**config.mk**
```make
export PLATFORM = sky130hd
export DESIGN_NAME = stopwatch_fnd_ctrl_flat
export DESIGN_NICKNAME = d
export VERILOG_FILES = /design/src/rtl/stopwatch_fnd_ctrl_if.sv /design/src/rtl/stopwatch_fnd_ctrl.sv /design/src/flat_wrapper.sv
export SDC_FILE = /design/constraint.sdc
export NUM_CORES = 1
export LEC_CHECK = 0
export CAP_MARGIN = 20
export CORE_ASPECT_RATIO = 2
export CORE_UTILIZATION = 45
export CTS_CLUSTER_DIAMETER = 120
export DETAILED_ROUTE_END_ITERATION = 8
export PLACE_DENSITY = 0.69
export SETUP_SLACK_MARGIN = 0.1
export SLEW_MARGIN = 20
export SYNTH_ARGS = -nofsm -noshare
export SYNTH_HDL_FRONTEND = slang
export SYNTH_SLANG_ARGS = --single-unit
```
**constraint.sdc**
```tcl
create_clock -name clk -period 10.5 [get_ports clk]
set_input_delay 2.625 -clock clk [delete_from_list [all_inputs] [get_ports clk]]
set_output_delay 2.625 -clock clk [all_outputs]
set_load 0.03 [all_outputs]
```
**src/rtl/stopwatch_fnd_ctrl_if.sv**
```systemverilog
// Time-field and FND display bundle between the stopwatch counters and the scan controller.
interface stopwatch_fnd_ctrl_if;
  logic [6:0] i_msec;
  logic [5:0] i_sec;
  logic [5:0] i_min;
  logic [4:0] i_hour;
  logic       i_mode;
  logic [3:0] o_fnd_com;
  logic [7:0] o_fnd_data;

  // Time source side: drives the fields, observes the display lines.
  modport master (
    output i_msec, i_sec, i_min, i_hour, i_mode,
    input  o_fnd_com, o_fnd_data
  );

  // Display controller side.
  modport slave (
    input  i_msec, i_sec, i_min, i_hour, i_mode,
    output o_fnd_com, o_fnd_data
  );
endinterface

```
**src/rtl/stopwatch_fnd_ctrl.sv**
```systemverilog
// Four-digit common-anode FND scan controller with per-frame snapshot and 1 Hz blinking dp.
module stopwatch_fnd_ctrl #(
  parameter int unsigned CLK_HZ  = 100_000_000,
  parameter int unsigned SCAN_HZ = 1000
) (
  input logic                  clk,
  input logic                  rst,
  stopwatch_fnd_ctrl_if.slave  bus
);

  localparam int unsigned DIV   = CLK_HZ / SCAN_HZ;
  localparam int unsigned CNT_W = (DIV > 1) ? $clog2(DIV) : 1;

  typedef struct packed {
    logic [6:0] msec;
    logic [5:0] sec;
    logic [5:0] min;
    logic [4:0] hour;
    logic       mode;
  } time_snap_t;

  logic [CNT_W-1:0] cnt_q, cnt_d;
  logic [1:0]       idx_q, idx_d;
  time_snap_t       snap_q, snap_d;
  logic [3:0]       com_q, com_d;
  logic [7:0]       data_q, data_d;

  logic             tick;
  logic             frame_start;
  time_snap_t       live;
  time_snap_t       src;
  logic [6:0]       low;
  logic [5:0]       high;
  logic [3:0]       digit;
  logic             dp_on;

  // Segment pattern for one BCD nibble, active-low {dp,g,f,e,d,c,b,a}, dp off.
  function automatic logic [7:0] seg_code(input logic [3:0] nib);
    logic [7:0] code;
    case (nib)
      4'd0:    code = 8'hC0;
      4'd1:    code = 8'hF9;
      4'd2:    code = 8'hA4;
      4'd3:    code = 8'hB0;
      4'd4:    code = 8'h99;
      4'd5:    code = 8'h92;
      4'd6:    code = 8'h82;
      4'd7:    code = 8'hF8;
      4'd8:    code = 8'h80;
      4'd9:    code = 8'h90;
      default: code = 8'hFF;
    endcase
    return code;
  endfunction

  // Next-state: scan divider, digit index, snapshot capture and segment/enable load.
  always_comb begin
    live.msec = bus.i_msec;
    live.sec  = bus.i_sec;
    live.min  = bus.i_min;
    live.hour = bus.i_hour;
    live.mode = bus.i_mode;

    tick        = (cnt_q == CNT_W'(DIV - 1));
    frame_start = tick && (idx_q == 2'd3);

    cnt_d  = tick ? '0 : cnt_q + CNT_W'(1);
    idx_d  = tick ? idx_q + 2'd1 : idx_q;
    snap_d = frame_start ? live : snap_q;

    // Digit 0 of a new frame reads the live fields, which are exactly what the snapshot captures.
    src  = frame_start ? live : snap_q;
    low  = src.mode ? {1'b0, src.min} : src.msec;
    high = src.mode ? {1'b0, src.hour} : src.sec;

    case (idx_d)
      2'd0:    digit = 4'(low % 7'd10);
      2'd1:    digit = 4'((low / 7'd10) % 7'd10);
      2'd2:    digit = 4'(high % 6'd10);
      default: digit = 4'((high / 6'd10) % 6'd10);
    endcase

    dp_on = (idx_d == 2'd2) && (src.msec < 7'd50);

    com_d  = com_q;
    data_d = data_q;
    if (tick) begin
      com_d  = ~(4'b0001 << idx_d);
      data_d = seg_code(digit) & {~dp_on, 7'h7F};
    end
  end

  // State registers; reset blanks the display and parks the index so the first tick selects digit 0.
  always_ff @(posedge clk or posedge rst) begin
    if (rst) begin
      cnt_q  <= '0;
      idx_q  <= 2'd3;
      snap_q <= '0;
      com_q  <= 4'b1111;
      data_q <= 8'hFF;
    end else begin
      cnt_q  <= cnt_d;
      idx_q  <= idx_d;
      snap_q <= snap_d;
      com_q  <= com_d;
      data_q <= data_d;
    end
  end

  assign bus.o_fnd_com  = com_q;
  assign bus.o_fnd_data = data_q;

endmodule

```
**src/flat_wrapper.sv**
```systemverilog
// flat-port wrapper written by rule: the top's interface ports become plain ports
module stopwatch_fnd_ctrl_flat 
#(
  parameter int unsigned CLK_HZ  = 100_000_000,
  parameter int unsigned SCAN_HZ = 1000
)
  (clk, rst, bus_i_msec, bus_i_sec, bus_i_min, bus_i_hour, bus_i_mode, bus_o_fnd_com, bus_o_fnd_data);
  stopwatch_fnd_ctrl_if bus_i ();
  input logic clk;
  input logic rst;
  input wire logic [$bits(bus_i.i_msec)-1:0] bus_i_msec;
  input wire logic [$bits(bus_i.i_sec)-1:0] bus_i_sec;
  input wire logic [$bits(bus_i.i_min)-1:0] bus_i_min;
  input wire logic [$bits(bus_i.i_hour)-1:0] bus_i_hour;
  input wire logic [$bits(bus_i.i_mode)-1:0] bus_i_mode;
  output wire logic [$bits(bus_i.o_fnd_com)-1:0] bus_o_fnd_com;
  output wire logic [$bits(bus_i.o_fnd_data)-1:0] bus_o_fnd_data;
  assign bus_i.i_msec = bus_i_msec;
  assign bus_i.i_sec = bus_i_sec;
  assign bus_i.i_min = bus_i_min;
  assign bus_i.i_hour = bus_i_hour;
  assign bus_i.i_mode = bus_i_mode;
  assign bus_o_fnd_com = bus_i.o_fnd_com;
  assign bus_o_fnd_data = bus_i.o_fnd_data;
  stopwatch_fnd_ctrl #(.CLK_HZ(CLK_HZ), .SCAN_HZ(SCAN_HZ)) u_core (.clk(clk), .rst(rst), .bus(bus_i));
endmodule
```
==> metrics.md <==
| Metric | Value |
|---|---|
| Status | `completed` |
| Crit path largest cell delay | `between 0.7 and 0.8 ns` |
| Clock power frac | `0.401` |
| Logic gate share of total power | `0.114` |
| # DRC | `0` |
| Sw Share | `0.269` |
| Storage cell area | `between 0.001 and 0.0015 mm2` |
| CP max stage cell | `mux2i_1` |
| # IOs | `39` |
| CTS tree | `done` |
| YS warnings | `0` |
| Post-DR vias/cell | `approximately 6.3` |
| Yosys reg bits | `56` |
| RSZ-0062 raised after global routing | `no` |
| Pint | `about 330 uW` |
| Crit path kind | `input pin to flop` |
| Post-synth EDFFs | `0` |
| Antenna violations before repair | `0` |
| Skew-Pair Late Insertion Delay | `0.31 ns` |
| Clock-pin slew on the worst setup and hold paths | `0.08 ns` |
| Period utilization | `0.792` |
| Area of the multi-input gates | `0.00330 mm2` |
| HP Class | `flop to flop` |
| Core box area | `between 0.01 and 0.015 mm2` |
| Postcts setup bufs | `0` |
| Starting DRT DRC Count | `roughly 380` |
| Vias | `about 4800` |
| Crit path cell chain | `clkdlybuf4s50_1 -> buf_4 -> mux2i_1 -> and3_1 -> or2_2 -> inv_1 -> ha_1 -> a21oi_2 -> nor2_1 -> xnor2_2 -> inv_1 -> ha_1 -> o2111ai_1 -> nor2_1 -> a211oi_1 -> a21o_1 -> a22oi_2 -> nand3_1 -> a21oi_1 -> ha_1 -> mux2i_1 -> nor2_1 -> mux2_1 -> a221o_1` |
| Mapped Cells | `slightly above 600` |
| Mapped Avg Cell Area | `about 8.3 um2` |
| GRT Total Usage | `0.255` |
| Critical Path RT | `between 10 and 15 ns` |
| Setup TNS | `0 ns` |
| Top FF cell, synth | `dfrtp_1` |
| Mapped Area | `~0.005 mm2` |
| Tmin final | `approximately 8.3 ns` |
| Setup violators final | `0` |
| # hold bufs at CTS | `0` |
| Leading cell types in the layout, fill and taps excluded | `98 x nand2_1, 55 x nor2_1, 42 x dfrtp_1, 38 x clkdlybuf4s50_1, 28 x mux2i_1` |
| Final Util | `0.511` |
| Post-synthesis sequential area ratio | `0.283` |
| Rows | `54` |
| Cell Pwr Density | `approximately 80 mW/mm2` |
| Share of cells above drive strength 1 | `0.112` |
| Startpoint Class | `input pin` |
| Resize count post-CTS | `0` |
| Htree depth | `2` |
| Initial Utilization | `0.461` |
| Die W | `approximately 77 um` |
| Final net count | `664` |
| RePlAce Congestion | `0.993` |
| Root Buffer | `clkbuf_16` |
| Detailed-route wire length per cell | `~19 um` |
| First-pass GRT wire length | `between 20000 and 25000 um` |
| CP bufs+invs | `4` |
| Filler cells | `1063` |
| F_max | `0.120 GHz` |
| Critical path peak fanout | `36` |
| Area added between synthesis and finish | `10.7%` |
| DR pass1 iterations | `5` |
| Post-synthesis async set-or-reset flop share | `1.00` |
| CP endpoint kind | `flop` |
| Share of the synthesized area in the top cell type | `0.210` |
| Sequential power share | `0.485` |
| Slew headroom | `0.361` |
| Pins Over Slew Limit | `0` |
| Delay-heaviest family, CP | `compound AO/OA/AOI/OAI gates` |
| Vias in the first global route | `4667` |
| Synth cell types | `94` |
| Synth Net Count | `approximately 650` |
| Drt total wl | `14400 um` |
| Final count of hold timing violations | `0` |
| Die area | `between 0.01 and 0.015 mm2` |
| Most common cell after layout, fill and taps aside | `nand2_1` |
| Post-route ant nets | `0` |
| Port Buf Inserts | `38` |
| Pin count of the biggest net entering global routing | `57` |
| Die span in y | `roughly 150 um` |
| Worst Tran Pin Value | `about 0.93 ns` |
| Antenna Diode Count | `0` |
| Max Buffers Root-to-Sink | `2` |
| Pleak | `0.00221 uW` |
| Top cells by area, synth | `dfrtp_1 21%, dfstp_2 7.3%, nand2_1 7.3%, mux2i_1 5.6%, nor2_1 4.1%` |
| Cell accounting for the most synthesized area | `dfrtp_1` |
| Sw power | `around 120 uW` |
| Clock skew | `0.0132 ns` |
| Detail Placement HPWL | `~11000 um` |
| TritonCTS Buffers | `5` |
| CTS Sinks | `56` |
| # Max-Cap Violations | `0` |
| CP arrival | `8.55 ns` |
| Peak VDD IR | `about 0.078 mV` |
| Overflow after GRT | `0` |
==> final timing paths <==
check | startpoint | end | slack [ns] | cells past startpoint
min | u_core.snap_q[14] | u_core.snap_q[14] | 0.49 | 2
min in group asynchronous | rst | u_core.snap_q[21] | 2.83 | 3
max reg2reg | u_core.cnt_q[0] | u_core.bus.o_fnd_data[2] | 3.41 | 24
min reg2reg | u_core.snap_q[14] | u_core.snap_q[14] | 0.49 | 2
max | bus_i_mode | u_core.bus.o_fnd_data[2] | 2.18 | 24
max in group asynchronous | rst | u_core.snap_q[16] | 7.15 | 3
==> cells by family (layout without fill, tap and decap cells) <==
group	count (synthesis)	count (layout)	synth area share
compound gates	145	145	0.212
xor+xnor	16	16	0.0332
fa+ha+maj	14	14	0.0349
buf+inv	56	73	0.0601
flops	56	56	0.283
mux	45	45	0.0963
simple gates	275	275	0.281
==> power groups by stage <==
stage	clock network [uW]	logic (uW)	registers [uW]
finish	182	51.7	221
global route	196	55.8	221
CTS	187	51.7	221
detailed placement	0	51.3	225
global placement	0	50.9	225
floorplan	0	23.4	228
==> worst min-delay path, stage by stage (launching register included) <==
cell	delay, ns
dfrtp_1	0.35
nand2_1	0.05
nand2_1	0.06
==> synthesized netlist by cell type, types with 3 or more instances <==
cell type / n
nand4_1: 14
dfrtp_1: 42
o31ai_1: 6
o211ai_1: 10
or3_1: 6
inv_1: 18
a21o_1: 3
buf_2: 15
and3_1: 7
a211oi_1: 11
nor3b_1: 5
o21ai_1: 4
and4_1: 4
mux2_1: 4
nand2_1: 98
nand3b_1: 4
nor2_1: 55
or2_2: 3
ha_1: 14
o31a_1: 4
buf_8: 3
nor3_1: 15
buf_6: 3
clkbuf_1: 9
dfstp_2: 14
xor2_1: 7
o2111ai_1: 4
nor4_1: 6
a31oi_1: 12
mux2_2: 12
nand2b_1: 10
o21ai_0: 18
a21oi_1: 23
xnor2_1: 7
nor2b_1: 8
nor4b_1: 4
and2_1: 5
a2111oi_0: 4
mux2i_1: 28
buf_1: 3
nand3_1: 16
==> flip-flops by register name, indices dropped and copies added (netlist names) <==
signal / cells
u_core.snap_q: 25
u_core.cnt_q: 17
u_core.bus.o_fnd_data: 8
u_core.bus.o_fnd_com: 4
u_core.idx_q: 2
==> metrics by stage <==
stage               power, uW  setup WS [ns]  hold WS, ns  instances  area [um2]
global placement          276           2.22        0.459        756        5400
finish                    455           2.18        0.487        764        5550
global route              472           1.69        0.511        764        5550
CTS                       459           2.26        0.489        764        5550
detailed placement        276           1.95        0.469        756        5400
floorplan                 251           3.27        0.445        607        5020
==> final cells by class <==
cell class | count | share of cell area
multi-input cells | 495 | 0.593
flip-flops and latches | 56 | 0.255
repair buffers | 45 | 0.0779
well taps | 140 | 0.0315
clock buffers | 5 | 0.0225
inverters | 20 | 0.0144
clock inverters | 3 | 0.00473
==> layer usage <==
layer	global-route usage	share of wire	vias to the layer above	wire (um)
met2	0.481	0.53	188	7630
met1	0.266	0.38	2257	5420
met4	0.154	0.053	0	759
li1	-	-	2281	-
met3	0.0331	0.039	52	555
met5	0	0	-	0
(Power assumes the default switching activity.)
